**src/rtl/id_ex_stage_if.sv**
```systemverilog
// -----------------------------------------------------------------------------
// id_ex_stage_if
// Bundles every non-clock/reset signal of the ID/EX pipeline stage.
//   ID side       : stall, flush, id_valid, rs/rt/imm data, rs/rt/rd addresses,
//                   alu_src, reg_dst, alu_op, funct, pipe controls
//   Forward side  : exmem_reg_write/rd/data, memwb_reg_write/rd/data
//   EX/ALU side   : alu_data1, alu_data2, alu_ctrl, store_data, wr_addr,
//                   ex_valid, ex_* controls
//   Hazard        : hazard (combinational, back to ID stall logic)
// Modports: slave = the stage itself, master = whoever drives ID/forwarding.
// -----------------------------------------------------------------------------
interface id_ex_stage_if #(
   parameter int DW = 32,
   parameter int RW = 5
);
   logic          stall;
   logic          flush;
   logic          id_valid;
   logic [DW-1:0] rs_data;
   logic [DW-1:0] rt_data;
   logic [DW-1:0] imm;
   logic [RW-1:0] rs_addr;
   logic [RW-1:0] rt_addr;
   logic [RW-1:0] rd_addr;
   logic          alu_src;
   logic          reg_dst;
   logic [1:0]    alu_op;
   logic [5:0]    funct;
   logic          reg_write;
   logic          mem_read;
   logic          mem_write;
   logic          mem_to_reg;
   logic          exmem_reg_write;
   logic [RW-1:0] exmem_rd;
   logic [DW-1:0] exmem_data;
   logic          memwb_reg_write;
   logic [RW-1:0] memwb_rd;
   logic [DW-1:0] memwb_data;
   logic [DW-1:0] alu_data1;
   logic [DW-1:0] alu_data2;
   logic [2:0]    alu_ctrl;
   logic [DW-1:0] store_data;
   logic [RW-1:0] wr_addr;
   logic          ex_valid;
   logic          ex_reg_write;
   logic          ex_mem_read;
   logic          ex_mem_write;
   logic          ex_mem_to_reg;
   logic          hazard;

   modport slave (
      input  stall, flush, id_valid, rs_data, rt_data, imm,
             rs_addr, rt_addr, rd_addr, alu_src, reg_dst, alu_op, funct,
             reg_write, mem_read, mem_write, mem_to_reg,
             exmem_reg_write, exmem_rd, exmem_data,
             memwb_reg_write, memwb_rd, memwb_data,
      output alu_data1, alu_data2, alu_ctrl, store_data, wr_addr,
             ex_valid, ex_reg_write, ex_mem_read, ex_mem_write, ex_mem_to_reg,
             hazard
   );

   modport master (
      output stall, flush, id_valid, rs_data, rt_data, imm,
             rs_addr, rt_addr, rd_addr, alu_src, reg_dst, alu_op, funct,
             reg_write, mem_read, mem_write, mem_to_reg,
             exmem_reg_write, exmem_rd, exmem_data,
             memwb_reg_write, memwb_rd, memwb_data,
      input  alu_data1, alu_data2, alu_ctrl, store_data, wr_addr,
             ex_valid, ex_reg_write, ex_mem_read, ex_mem_write, ex_mem_to_reg,
             hazard
   );
endinterface

```
**src/rtl/id_ex_stage.sv**
```systemverilog
// -----------------------------------------------------------------------------
// id_ex_stage
// ID/EX pipeline register feeding the ALU. Decodes alu_op/funct into the 3-bit
// ALU control before the register, forwards EX/MEM and MEM/WB results onto the
// operands, and flags load-use hazards back to ID.
// Ports:
//   clk_i  - clock, rising edge
//   rst_i  - asynchronous active-low reset
//   bus    - id_ex_stage_if.slave (ID inputs, forwarding inputs, ALU outputs)
// Configuration macro: ID_EX_FWD_EN
//   defined   : operands forwarded from EX/MEM (priority) then MEM/WB
//   undefined : operands are the registered register-file data; forwarding
//               inputs are ignored. hazard is the same in both builds.
// Register update semantics (one edge, in priority order):
//   flush -> bubble (valid, controls, data all 0); else stall -> hold every
//   register; else capture the ID inputs. No other handshake exists.
// -----------------------------------------------------------------------------
module id_ex_stage #(
   parameter int DW = 32,
   parameter int RW = 5
) (
   input logic          clk_i,
   input logic          rst_i,
   id_ex_stage_if.slave bus
);

   function automatic logic [2:0] alu_decode(input logic [1:0] op, input logic [5:0] fn);
      logic [2:0] code;
      code = 3'b000;
      case (op)
         2'b00: code = 3'b000;
         2'b01: code = 3'b001;
         2'b11: code = 3'b100;
         default: begin
            case (fn)
               6'b100000: code = 3'b000;
               6'b100010: code = 3'b001;
               6'b011000: code = 3'b010;
               6'b100100: code = 3'b011;
               6'b100101: code = 3'b100;
               default:   code = 3'b000;
            endcase
         end
      endcase
      return code;
   endfunction

   logic          valid_q;
   logic          reg_write_q, mem_read_q, mem_write_q, mem_to_reg_q;
   logic          alu_src_q;
   logic [2:0]    alu_ctrl_q;
   logic [RW-1:0] wr_addr_q;
   logic [DW-1:0] rs_data_q, rt_data_q, imm_q;
   logic [DW-1:0] fwd_rs, fwd_rt;

   always_ff @(posedge clk_i or negedge rst_i) begin
      if (!rst_i) begin
         valid_q      <= 1'b0;
         reg_write_q  <= 1'b0;
         mem_read_q   <= 1'b0;
         mem_write_q  <= 1'b0;
         mem_to_reg_q <= 1'b0;
         alu_src_q    <= 1'b0;
         alu_ctrl_q   <= 3'b000;
         wr_addr_q    <= '0;
         rs_data_q    <= '0;
         rt_data_q    <= '0;
         imm_q        <= '0;
      end else if (bus.flush) begin
         valid_q      <= 1'b0;
         reg_write_q  <= 1'b0;
         mem_read_q   <= 1'b0;
         mem_write_q  <= 1'b0;
         mem_to_reg_q <= 1'b0;
         alu_src_q    <= 1'b0;
         alu_ctrl_q   <= 3'b000;
         wr_addr_q    <= '0;
         rs_data_q    <= '0;
         rt_data_q    <= '0;
         imm_q        <= '0;
      end else if (!bus.stall) begin
         valid_q      <= bus.id_valid;
         reg_write_q  <= bus.reg_write;
         mem_read_q   <= bus.mem_read;
         mem_write_q  <= bus.mem_write;
         mem_to_reg_q <= bus.mem_to_reg;
         alu_src_q    <= bus.alu_src;
         alu_ctrl_q   <= alu_decode(bus.alu_op, bus.funct);
         wr_addr_q    <= bus.reg_dst ? bus.rd_addr : bus.rt_addr;
         rs_data_q    <= bus.rs_data;
         rt_data_q    <= bus.rt_data;
         imm_q        <= bus.imm;
      end
   end

`ifdef ID_EX_FWD_EN
   // Source addresses are only needed to match against forwarding destinations.
   logic [RW-1:0] rs_addr_q, rt_addr_q;

   always_ff @(posedge clk_i or negedge rst_i) begin
      if (!rst_i) begin
         rs_addr_q <= '0;
         rt_addr_q <= '0;
      end else if (bus.flush) begin
         rs_addr_q <= '0;
         rt_addr_q <= '0;
      end else if (!bus.stall) begin
         rs_addr_q <= bus.rs_addr;
         rt_addr_q <= bus.rt_addr;
      end
   end

   // EX/MEM is younger than MEM/WB, so it wins when both match. $0 never forwards.
   always_comb begin
      fwd_rs = rs_data_q;
      if (bus.exmem_reg_write && (bus.exmem_rd != '0) && (bus.exmem_rd == rs_addr_q))
         fwd_rs = bus.exmem_data;
      else if (bus.memwb_reg_write && (bus.memwb_rd != '0) && (bus.memwb_rd == rs_addr_q))
         fwd_rs = bus.memwb_data;
   end

   always_comb begin
      fwd_rt = rt_data_q;
      if (bus.exmem_reg_write && (bus.exmem_rd != '0) && (bus.exmem_rd == rt_addr_q))
         fwd_rt = bus.exmem_data;
      else if (bus.memwb_reg_write && (bus.memwb_rd != '0) && (bus.memwb_rd == rt_addr_q))
         fwd_rt = bus.memwb_data;
   end
`else
   assign fwd_rs = rs_data_q;
   assign fwd_rt = rt_data_q;
`endif

   assign bus.alu_data1     = fwd_rs;
   assign bus.alu_data2     = alu_src_q ? imm_q : fwd_rt;
   assign bus.store_data    = fwd_rt;
   assign bus.alu_ctrl      = alu_ctrl_q;
   assign bus.wr_addr       = wr_addr_q;
   assign bus.ex_valid      = valid_q;
   assign bus.ex_reg_write  = reg_write_q;
   assign bus.ex_mem_read   = mem_read_q;
   assign bus.ex_mem_write  = mem_write_q;
   assign bus.ex_mem_to_reg = mem_to_reg_q;

   // A load in EX whose destination is read by the instruction in ID cannot be
   // forwarded in time; $0 and bubbles never qualify.
   assign bus.hazard = valid_q && mem_read_q && (wr_addr_q != '0) &&
                       ((wr_addr_q == bus.rs_addr) || (wr_addr_q == bus.rt_addr));

endmodule

```
**src/flat_wrapper.sv**
```systemverilog
// flat-port wrapper written by rule: the top's interface ports become plain ports
module id_ex_stage_flat 
#(
   parameter int DW = 32,
   parameter int RW = 5
)
  (clk_i, rst_i, bus_stall, bus_flush, bus_id_valid, bus_rs_data, bus_rt_data, bus_imm, bus_rs_addr, bus_rt_addr, bus_rd_addr, bus_alu_src, bus_reg_dst, bus_alu_op, bus_funct, bus_reg_write, bus_mem_read, bus_mem_write, bus_mem_to_reg, bus_exmem_reg_write, bus_exmem_rd, bus_exmem_data, bus_memwb_reg_write, bus_memwb_rd, bus_memwb_data, bus_alu_data1, bus_alu_data2, bus_alu_ctrl, bus_store_data, bus_wr_addr, bus_ex_valid, bus_ex_reg_write, bus_ex_mem_read, bus_ex_mem_write, bus_ex_mem_to_reg, bus_hazard);
  id_ex_stage_if #(.DW(DW), .RW(RW)) bus_i ();
  input logic clk_i;
  input logic rst_i;
  input wire logic [$bits(bus_i.stall)-1:0] bus_stall;
  input wire logic [$bits(bus_i.flush)-1:0] bus_flush;
  input wire logic [$bits(bus_i.id_valid)-1:0] bus_id_valid;
  input wire logic [$bits(bus_i.rs_data)-1:0] bus_rs_data;
  input wire logic [$bits(bus_i.rt_data)-1:0] bus_rt_data;
  input wire logic [$bits(bus_i.imm)-1:0] bus_imm;
  input wire logic [$bits(bus_i.rs_addr)-1:0] bus_rs_addr;
  input wire logic [$bits(bus_i.rt_addr)-1:0] bus_rt_addr;
  input wire logic [$bits(bus_i.rd_addr)-1:0] bus_rd_addr;
  input wire logic [$bits(bus_i.alu_src)-1:0] bus_alu_src;
  input wire logic [$bits(bus_i.reg_dst)-1:0] bus_reg_dst;
  input wire logic [$bits(bus_i.alu_op)-1:0] bus_alu_op;
  input wire logic [$bits(bus_i.funct)-1:0] bus_funct;
  input wire logic [$bits(bus_i.reg_write)-1:0] bus_reg_write;
  input wire logic [$bits(bus_i.mem_read)-1:0] bus_mem_read;
  input wire logic [$bits(bus_i.mem_write)-1:0] bus_mem_write;
  input wire logic [$bits(bus_i.mem_to_reg)-1:0] bus_mem_to_reg;
  input wire logic [$bits(bus_i.exmem_reg_write)-1:0] bus_exmem_reg_write;
  input wire logic [$bits(bus_i.exmem_rd)-1:0] bus_exmem_rd;
  input wire logic [$bits(bus_i.exmem_data)-1:0] bus_exmem_data;
  input wire logic [$bits(bus_i.memwb_reg_write)-1:0] bus_memwb_reg_write;
  input wire logic [$bits(bus_i.memwb_rd)-1:0] bus_memwb_rd;
  input wire logic [$bits(bus_i.memwb_data)-1:0] bus_memwb_data;
  output wire logic [$bits(bus_i.alu_data1)-1:0] bus_alu_data1;
  output wire logic [$bits(bus_i.alu_data2)-1:0] bus_alu_data2;
  output wire logic [$bits(bus_i.alu_ctrl)-1:0] bus_alu_ctrl;
  output wire logic [$bits(bus_i.store_data)-1:0] bus_store_data;
  output wire logic [$bits(bus_i.wr_addr)-1:0] bus_wr_addr;
  output wire logic [$bits(bus_i.ex_valid)-1:0] bus_ex_valid;
  output wire logic [$bits(bus_i.ex_reg_write)-1:0] bus_ex_reg_write;
  output wire logic [$bits(bus_i.ex_mem_read)-1:0] bus_ex_mem_read;
  output wire logic [$bits(bus_i.ex_mem_write)-1:0] bus_ex_mem_write;
  output wire logic [$bits(bus_i.ex_mem_to_reg)-1:0] bus_ex_mem_to_reg;
  output wire logic [$bits(bus_i.hazard)-1:0] bus_hazard;
  assign bus_i.stall = bus_stall;
  assign bus_i.flush = bus_flush;
  assign bus_i.id_valid = bus_id_valid;
  assign bus_i.rs_data = bus_rs_data;
  assign bus_i.rt_data = bus_rt_data;
  assign bus_i.imm = bus_imm;
  assign bus_i.rs_addr = bus_rs_addr;
  assign bus_i.rt_addr = bus_rt_addr;
  assign bus_i.rd_addr = bus_rd_addr;
  assign bus_i.alu_src = bus_alu_src;
  assign bus_i.reg_dst = bus_reg_dst;
  assign bus_i.alu_op = bus_alu_op;
  assign bus_i.funct = bus_funct;
  assign bus_i.reg_write = bus_reg_write;
  assign bus_i.mem_read = bus_mem_read;
  assign bus_i.mem_write = bus_mem_write;
  assign bus_i.mem_to_reg = bus_mem_to_reg;
  assign bus_i.exmem_reg_write = bus_exmem_reg_write;
  assign bus_i.exmem_rd = bus_exmem_rd;
  assign bus_i.exmem_data = bus_exmem_data;
  assign bus_i.memwb_reg_write = bus_memwb_reg_write;
  assign bus_i.memwb_rd = bus_memwb_rd;
  assign bus_i.memwb_data = bus_memwb_data;
  assign bus_alu_data1 = bus_i.alu_data1;
  assign bus_alu_data2 = bus_i.alu_data2;
  assign bus_alu_ctrl = bus_i.alu_ctrl;
  assign bus_store_data = bus_i.store_data;
  assign bus_wr_addr = bus_i.wr_addr;
  assign bus_ex_valid = bus_i.ex_valid;
  assign bus_ex_reg_write = bus_i.ex_reg_write;
  assign bus_ex_mem_read = bus_i.ex_mem_read;
  assign bus_ex_mem_write = bus_i.ex_mem_write;
  assign bus_ex_mem_to_reg = bus_i.ex_mem_to_reg;
  assign bus_hazard = bus_i.hazard;
  id_ex_stage #(.DW(DW), .RW(RW)) u_core (.clk_i(clk_i), .rst_i(rst_i), .bus(bus_i));
endmodule
```
**config.mk**
```make
export PLATFORM = sky130hd
export DESIGN_NAME = id_ex_stage_flat
export DESIGN_NICKNAME = d
export VERILOG_FILES = /design/src/rtl/id_ex_stage_if.sv /design/src/rtl/id_ex_stage.sv /design/src/flat_wrapper.sv
export SDC_FILE = /design/constraint.sdc
export NUM_CORES = 1
export LEC_CHECK = 0
export CAP_MARGIN = 40
export CORE_AREA = 2 2 124 126
export DETAILED_ROUTE_END_ITERATION = 16
export DIE_AREA = 0 0 126 128
export PLACE_DENSITY = 0.76
export SETUP_SLACK_MARGIN = 0.5
export SYNTH_ARGS = -nofsm -noshare
export SYNTH_HDL_FRONTEND = slang
export SYNTH_SLANG_ARGS = --single-unit
```
**constraint.sdc**
```tcl
create_clock -name clk_i -period 1.6 [get_ports clk_i]
set_input_delay 0.24 -clock clk_i [delete_from_list [all_inputs] [get_ports clk_i]]
set_output_delay 0.24 -clock clk_i [all_outputs]
set_load 0.05 [all_outputs]
```
Yosys cells after proc, flatten, opt, wreduce, memory -nomap -nowiden
Cells that the tools add are included.

storage, ports and cells
  register bits = 110
  input bits = 206
  output and inout port bits = 110
  logic and storage cells = 52

cells by class
  equality and inequality tests = 9
  multiplexer cells = 26
  reduce and logical (&&, ||, !) cells = 6

operators with widths
  operator                                             count
  two-way mux 32 bit                                   7
  equality test 6 bit, second input constant           3
  two-way mux 5 bit                                    3
  two-way mux 1 bit                                    12
  case mux 3 bit (4 select lines)                      1
  equality test 5 bit                                  2
  case mux 3 bit (3 select lines)                      1
  equality test 6 x 5 -> 1 bit, second input constant  1
  two-way mux 3 bit                                    2
  nonzero test 5 bit                                   1
  logical AND 1 bit                                    3
  equality test 2 x 1 -> 1 bit, second input constant  1
  equality test 2 bit, second input constant           1
  zero test 2 bit                                      1
  != test 2 x 1 -> 1 bit, second input constant        1
  logical OR 1 bit                                     1

Depth between registers and ports, before layout
Gate-level depths: netlist (run 1).

  depth in word-level cells = 5
  gate-level depth with buffers = 5
  mapped depth without buffers = 4

Worst setup path before layout (run 1)
Ideal clock, no wire load.

  path kind = reg2out
  start point = reg u_core.wr_addr_q[2] (netlist: u_core.bus.wr_addr[2])
  end point = out bus_hazard
  data arrival time = 1883 ps
  required time = 1360 ps
  setup slack = -523 ps
  cell stages (with the launch flop) = 5
  path buffers = 0
  cells stage by stage = dfrtp_1 -> xor2_1 -> nor3_1 -> nand3_1 -> a21oi_1

between the ends
  longest elaborated chain between the ends = 3
  elaborated cells on any way between the ends = 6
  those cells by class = eq/ne: 2; reduce/logical: 4

RTL lines
  element                                                    RTL line                                text
  start: declaration                                         id_ex_stage.sv:52                       logic [RW-1:0] wr_addr_q;
  start signal: assignment                                   id_ex_stage.sv:89                       wr_addr_q <= bus.reg_dst ? bus.rd_addr : bus.rt_addr;
  equality test 5 bit or nonzero test 5 bit (tied branches)  id_ex_stage.sv:148, id_ex_stage.sv:147
  logical OR 1 bit or logical AND 1 bit (tied branches)      id_ex_stage.sv:148, id_ex_stage.sv:147
  logical AND 1 bit *                                        id_ex_stage.sv:147                      assign bus.hazard = valid_q && mem_read_q && (wr_addr_q != '0) &&
  end: declaration                                           flat_wrapper.sv:44                      output wire logic [$bits(bus_i.hazard)-1:0] bus_hazard;

Mark *: on every way between the ends. The rest lies on a longest branch, timed or not.

Worst setup path after layout (run 1)
  start point = reg u_core.wr_addr_q[3] (netlist: u_core.bus.wr_addr[3])
  end point = out bus_hazard

The elaborated chain is that of the path after synthesis.

==> key figures, run 1 <==
Finish
  • Layout Area Growth over Synthesis: 74.6%
  • Number of fill cells in the layout: 1213
  • Antenna diode instance count: 0
  • Flip-flop and latch area: 0.00276 sq mm
  • Utilization after layout: 0.592
  • Area of the multi-input gates: 0.00230 sq mm
  • Share of post-route cells with drive strength above 1: 0.331
  • Number of nets in the layout: 914

Global route
  • Number of antenna violations at the first check in global routing: 0
  • Maximum number of pins on one net before global-route repair: 56
  • Overall global routing resource usage: 0.189
  • Global-route congestion overflow total: 0
  • Global-route wire length before repair: 24.1 mm
  • Via count of the first global-routing pass: 4671

Placement
  • Placed wire-length estimate: 10.6 mm
  • Worst setup slack before clock tree synthesis: -0.186 ns
  • Port Buf Inserts: 239
  • Routability Congestion: 0.847

Pwr
  • Cell Pwr Density: 856 mW/mm^2
  • Leakage Power: 4.32 nW
  • Peak supply drop: 0.715 mV

STA
  • RSZ-0062 raised after global routing: true
  • Smallest setup slack after layout: -0.374 ns
  • Minimum hold slack: 0.206 ns
  • Fin crit period: 1.97 ns
  • Number of failing setup endpoints in the final timing report: 33
  • Final hold violation count: 0
  • Rel. slew slack: 0.711
  • Period utilization: 1.23
  • Post-Route Setup TNS: -6.58 ns
  • Total count of max-transition violations in the final report: 0
  • Final worst clock skew: 0 ns
  • Achievable Freq: 507 MHz
  • Slew of the pin with the lowest slew margin: 0.433 ns

Run
  • Max-cap viol count: 0

Synthesis
  • Cell count after synthesis: 432
  • Synthesized area divided by synthesized cell count: 11.7 sq um
  • Count of distinct cell types in the synthesized netlist: 24
  • Synthesis warning total: 0
  • Area share of the largest cell type after synthesis: 0.546
  • Dominant cell type by area after synthesis: dfrtp_1
  • Synthesized flop and latch total: 110
  • Largest cells by area after synthesis: dfrtp_1 55%, mux2i_1 21%, nor2_1 8.4%, mux2_1 7.1%, xor2_1 1.2%
  • Mapped cell area: 0.00504 sq mm
  • Seq/Total Area, Yosys: 0.546
  • Post-synthesis net count: 638

Setup path
  • Required arrival time at the worst endpoint: 1.36 ns
  • Worst Reg2Reg Path Length in Cells: 4
  • Cell with the largest stage delay on the worst path: or4_1
  • Slowest cell delay on critical path: 0.49 ns
  • Max Fanout on Critical Path: 2
  • Beginning of the worst register-to-register path: u_core.alu_src_q$_DFFE_PN0P_
  • Nature of the critical path startpoint: flop
  • Kind of capture point of the worst setup path: output pin
  • Start point of the critical path: u_core.bus.wr_addr[3]$_DFFE_PN0P_
  • Setup slack on the worst flop-to-flop path: 0.55 ns
  • Worst setup path category: reg2out
  • Count of buffer and inverter cells on the critical path: 1
  • Terminus of the critical flop-to-flop path: u_core.alu_src_q$_DFFE_PN0P_
  • Arrival time at the worst endpoint: 1.73 ns
  • CP top delay family: simple AND/OR/NAND/NOR gates
  • Cells along the critical path: or4_1, o211ai_1, a21oi_4, buf_12

Hold path
  • Path category of the worst min-delay check: in2reg
  • Depth of the worst hold-timing path: 2
  • Capture endpoint of the worst hold path: u_core.bus.store_data[4]$_DFFE_PN0P_
  • Min-delay src: bus_flush

Drt
  • Count of vias placed by the detailed router: 4311
  • First DRT Iteration DRCs: 165
  • Max layer used: met4
  • Routed length on met1: 6.07 mm
  • Total detailed-routing wirelength: 15.7 mm
  • Drt first pass iters: 4
  • Wire length on met2: 8.23 mm
  • Routed length per instance: 17.5 um
  • Vias per inst: 4.78
  • Total length of routed met3 wires: 1.27 mm
  • Post-route DRC violation count: 0
  • Number of routed nets with antenna violations: 0

Floorplan
  • Count of standard-cell rows: 45
  • Starting Density: 0.339
  • Overall die width: 126 um
  • Height of the chip: 128 um
  • Die outline area: 0.0161 sq mm
  • Number of placed I/O pins: 316
  • Core ar.: 0.0149 sq mm

CTS
  • H-Tree Level Count: 3
  • Clock sink count: 110
  • Number of buffers created by CTS: 9
  • Clock latency of the later-clocked register in the worst-skew pair: 0.35 ns
  • Root Driver: clkbuf_16
  • Clock slew at reported path FFs: 0.07 ns
  • CTS tree: done
  • Maximum count of clock buffers along a single path: 2

Run status
  • Violations in the final reports: negative setup slack
  • Run status: complete, but fails checks
layout make-up:
type                       count  area share
timing repair buffer         295       0.363
sequential                   110       0.314
multi-input combinational    289       0.261
clock buffer                  12      0.0280
tap                          188      0.0267
clock inverter                 4     0.00611
inverter                       3     0.00128
metrics by stage:
step / total power [mW] / cell area (sq um) / cells
detailed placement: 5.04 / 7690 / 856
global route: 7.86 / 8800 / 901
global placement: 5.00 / 7690 / 856
finish: 7.53 / 8800 / 901
floorplan: 4.21 / 5250 / 432
CTS: 7.54 / 8560 / 882
worst register-to-register path: cells and delay by family (launching register included):
family | cells | cell delay (ns)
buf+inv | 2 | 0.30
mux | 1 | 0.13
simple gates | 1 | 0.06
flops | 1 | 0.45
power breakdown:
group / internal, mW / total [mW] / switching (mW)
clock: 1.27 / 2.29 / 1.02
sequential: 2.94 / 3.07 / 0.132
combinational: 1.03 / 2.18 / 1.15
layout by cell type, fill, tap and decap left out, drive strengths merged:
cell type / n
buf: 165
clkdlybuf4s50: 117
nor2: 113
dfrtp: 110
mux2i: 107
mux2: 32
clkbuf: 18
a21oi: 10
xor2: 7
dlygate4sd2: 5
xnor2: 4
inv: 4
nand2: 3
nand3: 2
or4: 2
clkinvlp: 2
nor3: 2
o211ai: 1
nor3b: 1
and4bb: 1
nand4: 1
a221oi: 1
a41oi: 1
or3: 1
bufinv: 1
dlygate4sd3: 1
dlymetal6s2s: 1
metal layers:
| metal | global-route usage | up-vias |
|---|---|---|
| met2 | 0.337 | 179 |
| met3 | 0.0701 | 15 |
| met5 | 0 | - |
| met1 | 0.214 | 2101 |
| li1 | - | 2016 |
| met4 | 0.0478 | 0 |
timing repair:
item                                   4_1_cts  5_1_grt
gates cloned                                 1        3
resized for setup                          135       17
buffers inserted                             8       16
hold buffers                                 1        0
pin swaps                                    9        7
setup endpoints to repair                  114      113
endpoints found under the hold margin       20        0
synth_stat cells:
cell,number
a21oi_1,10
a221oi_1,1
a41oi_1,1
and4bb_1,1
buf_2,11
buf_4,5
clkbuf_1,13
dfrtp_1,110
dlygate4sd1_1,1
inv_1,3
mux2_1,32
mux2i_1,107
nand2_1,2
nand2_8,1
nand3_1,2
nand4_1,1
nor2_1,113
nor3_1,2
nor3b_2,1
o211ai_1,1
or3_1,1
or4_1,2
xnor2_1,4
xor2_1,7
worst max path at each step:
stage                            end  slack, ns  depth (start not counted)
final                     bus_hazard      -0.37                          4
after global routing      bus_hazard      -0.44                          6
after CTS                 bus_hazard      -0.42                          4
after detailed placement  bus_hazard      -0.19                          6
after global placement    bus_hazard      -0.17                          6
after floorplan           bus_hazard      -0.07                          3
kinds of logic after synthesis:
| group | count (synthesis) | share of synthesized area |
|---|---|---|
| multiplexers | 139 | 0.284 |
| AND/OR/NAND/NOR | 126 | 0.104 |
| flip-flops | 110 | 0.546 |
| XOR/XNOR | 11 | 0.0191 |
| AO/OA/AOI/OAI | 13 | 0.0149 |
| buffers and inverters | 33 | 0.0320 |
Note: power is estimated with default switching activity, not from simulation.
==> inputs of run 2 (changes only) <==
Settings changed: TNS_END_PERCENT from default to 100.
Clock period 1.6 ns to 2.1 ns, I/O delays scaled along.
==> key figures, run 2 (same netlist as run 1, synthesis figures left out) <==
CTS
  • H-Tree Level Count: 3 (unchanged)
  • Root Driver: clkbuf_16 (unchanged)
  • Number of buffers created by CTS: 9 (unchanged)
  • Clock slew at reported path FFs: 0.07 ns (about the same)
  • Clock sink count: 110 (unchanged)
  • Maximum count of clock buffers along a single path: 2 (unchanged)
  • Clock latency of the later-clocked register in the worst-skew pair: 0.34 ns (was 0.35 ns)
  • CTS tree: done (unchanged)

Setup path
  • Required arrival time at the worst endpoint: 1.78 ns (was 1.36 ns)
  • Kind of capture point of the worst setup path: output pin (unchanged)
  • Max Fanout on Critical Path: 4 (was 2)
  • Cells along the critical path: or4_4, o211ai_1, a21oi_4, buf_12 (was or4_1, o211ai_1, a21oi_4, buf_12)
  • Arrival time at the worst endpoint: 1.78 ns (was 1.73 ns)
  • Nature of the critical path startpoint: flop (unchanged)
  • Worst setup path category: reg2out (unchanged)
  • Beginning of the worst register-to-register path: u_core.alu_src_q$_DFFE_PN0P_ (unchanged)
  • Start point of the critical path: u_core.bus.wr_addr[4]$_DFFE_PN0P_ (was u_core.bus.wr_addr[3]$_DFFE_PN0P_)
  • Cell with the largest stage delay on the worst path: or4_4 (was or4_1)
  • Slowest cell delay on critical path: 0.53 ns (was 0.49 ns)
  • CP top delay family: simple AND/OR/NAND/NOR gates (unchanged)
  • Count of buffer and inverter cells on the critical path: 1 (unchanged)

Pwr
  • Cell Pwr Density: 697 mW/mm^2 (was 856 mW/mm^2)
  • Peak supply drop: 0.418 mV (was 0.715 mV)
  • Combinational share of power: 0.262 (was 0.289)
  • Cell internal pwr: 4.15 mW (was 5.23 mW)
  • Portion of total power attributed to sequential cells: 0.399 (was 0.407)
  • Leakage Power: 4.11 nW (was 4.32 nW)
  • Portion of total power attributed to the clock network: 0.339 (was 0.303)
  • Net switching share of the total power: 0.288 (was 0.306)
  • Switching component of the power: 1.67 mW (was 2.30 mW)

STA
  • Fin crit period: 2.09 ns
  • Final hold violation count: 0 (unchanged)
  • Number of failing setup endpoints in the final timing report: 0 (was 33)
  • Post-Route Setup TNS: 0 ns (was -6.58 ns)
  • Total count of max-transition violations in the final report: 0 (unchanged)
  • Rel. slew slack: 0.484 (was 0.711)
  • Achievable Freq: 478 MHz
  • Final worst clock skew: 0 ns (unchanged)
  • Period utilization: 0.997
  • RSZ-0062 raised after global routing: true (unchanged)
  • Slew of the pin with the lowest slew margin: 0.774 ns (was 0.433 ns)
  • Smallest setup slack after layout: 0.00606 ns (was -0.374 ns)

Drt
  • Drt first pass iters: 4 (unchanged)
  • Vias per inst: 4.70 (was 4.78)
  • Routed length per instance: 16.6 um (was 17.5 um)
  • Number of routed nets with antenna violations: 0 (unchanged)
  • First DRT Iteration DRCs: 149 (was 165)
  • Count of vias placed by the detailed router: 4080 (was 4311)
  • Post-route DRC violation count: 0 (unchanged)
  • Total detailed-routing wirelength: 14.4 mm (was 15.7 mm)

Run
  • Max-cap viol count: 0 (unchanged)

Hold path
  • Path category of the worst min-delay check: in2reg (unchanged)
  • Min-delay src: bus_flush (unchanged)

Placement
  • Port Buf Inserts: 239 (unchanged)
  • Placed wire-length estimate: 10.1 mm (was 10.6 mm)
  • Routability Congestion: 0.852 (was 0.847)
  • Number of cells after detailed placement: 840 (was 856)
  • Worst setup slack before clock tree synthesis: 0.106 ns (was -0.186 ns)

Finish
  • Final non-filler cell total: 868 (was 901)
  • Number of nets in the layout: 881 (was 914)
  • Antenna diode instance count: 0 (unchanged)
  • Layout Area Growth over Synthesis: 65.6% (was 74.6%)
  • Highest-count cells in the layout ignoring fill and taps: 126 x clkdlybuf4s50_1, 113 x nor2_1, 107 x mux2i_1 (was 117 x clkdlybuf4s50_1, 112 x nor2_1, 106 x mux2i_1)
  • Share of post-route cells with drive strength above 1: 0.206 (was 0.331)
  • Most common cell after layout, fill and taps aside: clkdlybuf4s50_1 (unchanged)

Floorplan
  • Height of the chip: 128 um (unchanged)
  • Overall die width: 126 um (unchanged)
  • Count of standard-cell rows: 45 (unchanged)
  • Core ar.: 0.0149 sq mm (unchanged)
  • Starting Density: 0.339 (unchanged)
  • Number of placed I/O pins: 316 (unchanged)
  • Die outline area: 0.0161 sq mm (unchanged)

Run status
  • Run status: complete, no violations (was complete, but fails checks)

Global route
  • Overall global routing resource usage: 0.180 (was 0.189)
  • Via count of the first global-routing pass: 4426 (was 4671)
  • Global-route wire length before repair: 23.0 mm (was 24.1 mm)
  • Number of antenna violations at the first check in global routing: 0 (unchanged)
  • Maximum number of pins on one net before global-route repair: 70 (was 56)
  • Global-route congestion overflow total: 0 (unchanged)
## run 2: cell types whose count changed in the layout (fill, tap and decap cells not counted), moves of 9 or more
cell	delta
clkbuf_2	+16
buf_8	+19
clkdlybuf4s50_1	+9
buf_4	-27
buf_6	-96
dlygate4sd2_1	+21
clkdlybuf4s15_1	+24
## run 2: power groups by stage
stage               clock [mW]  sequential (mW)  combinational (mW)
floorplan                    0             2.63               0.509
global placement             0             2.35                1.40
detailed placement           0             2.36                1.42
CTS                       2.02             2.32                1.54
global route              2.13             2.34                1.61
finish                    1.97             2.32                1.53
## run 2: area by class of cell
cell class / instances / area, sq um
inverter: 3 / 11.3
tap: 188 / 235
clock inverter: 3 / 90.1
sequential: 110 / 2760
fill: 1283 / 6520
timing repair buffer: 262 / 2730
multi-input combinational: 289 / 2260
clock buffer: 13 / 260
## run 2: worst paths after layout
path | to | slack [ns] | cells after the start
min | u_core.imm_q[2]$_DFFE_PN0P_ | 0.35 | 2
min in group asynchronous | u_core.bus.alu_data1[2]$_DFFE_PN0P_ | 0.42 | 2
min reg2reg | u_core.bus.alu_data1[14]$_DFFE_PN0P_ | 0.52 | 2
max in group asynchronous | u_core.bus.wr_addr[0]$_DFFE_PN0P_ | 1.00 | 3
max reg2reg | u_core.alu_src_q$_DFFE_PN0P_ | 1.17 | 3
max | bus_hazard | 0.006 | 4
## run 2: repair_timing
item,4_1_cts,5_1_grt
setup endpoints to repair,110,77
setup buffers,6,2
hold endpoints to repair,24,0
pin swaps,1,2
gates resized for setup,216,55
gates cloned,2,1
hold buffers,1,0
## run 2: worst register-to-register path, stage by stage (launching register included)
cell     delay, ns
dfrtp_2       0.44
buf_12        0.17
mux2i_1       0.14
nor2_1        0.05
## run 2: metal layers
layer,up-vias,wire [um],track usage
li1,1944,-,-
met1,1964,5830,0.211
met2,150,7090,0.306
met3,22,1250,0.0697
met4,0,274,0.0556
met5,-,0,0
## run 2: through the flow
stage | power (mW) | instance area [sq um] | hold WS, ns | util
floorplan | 3.14 | 5060 | 0.0194 | -
global placement | 3.75 | 7580 | 0.242 | 0.510
detailed placement | 3.77 | 7580 | 0.249 | 0.510
CTS | 5.87 | 8380 | 0.334 | 0.564
global route | 6.08 | 8350 | 0.344 | 0.562
finish | 5.82 | 8350 | 0.348 | 0.562
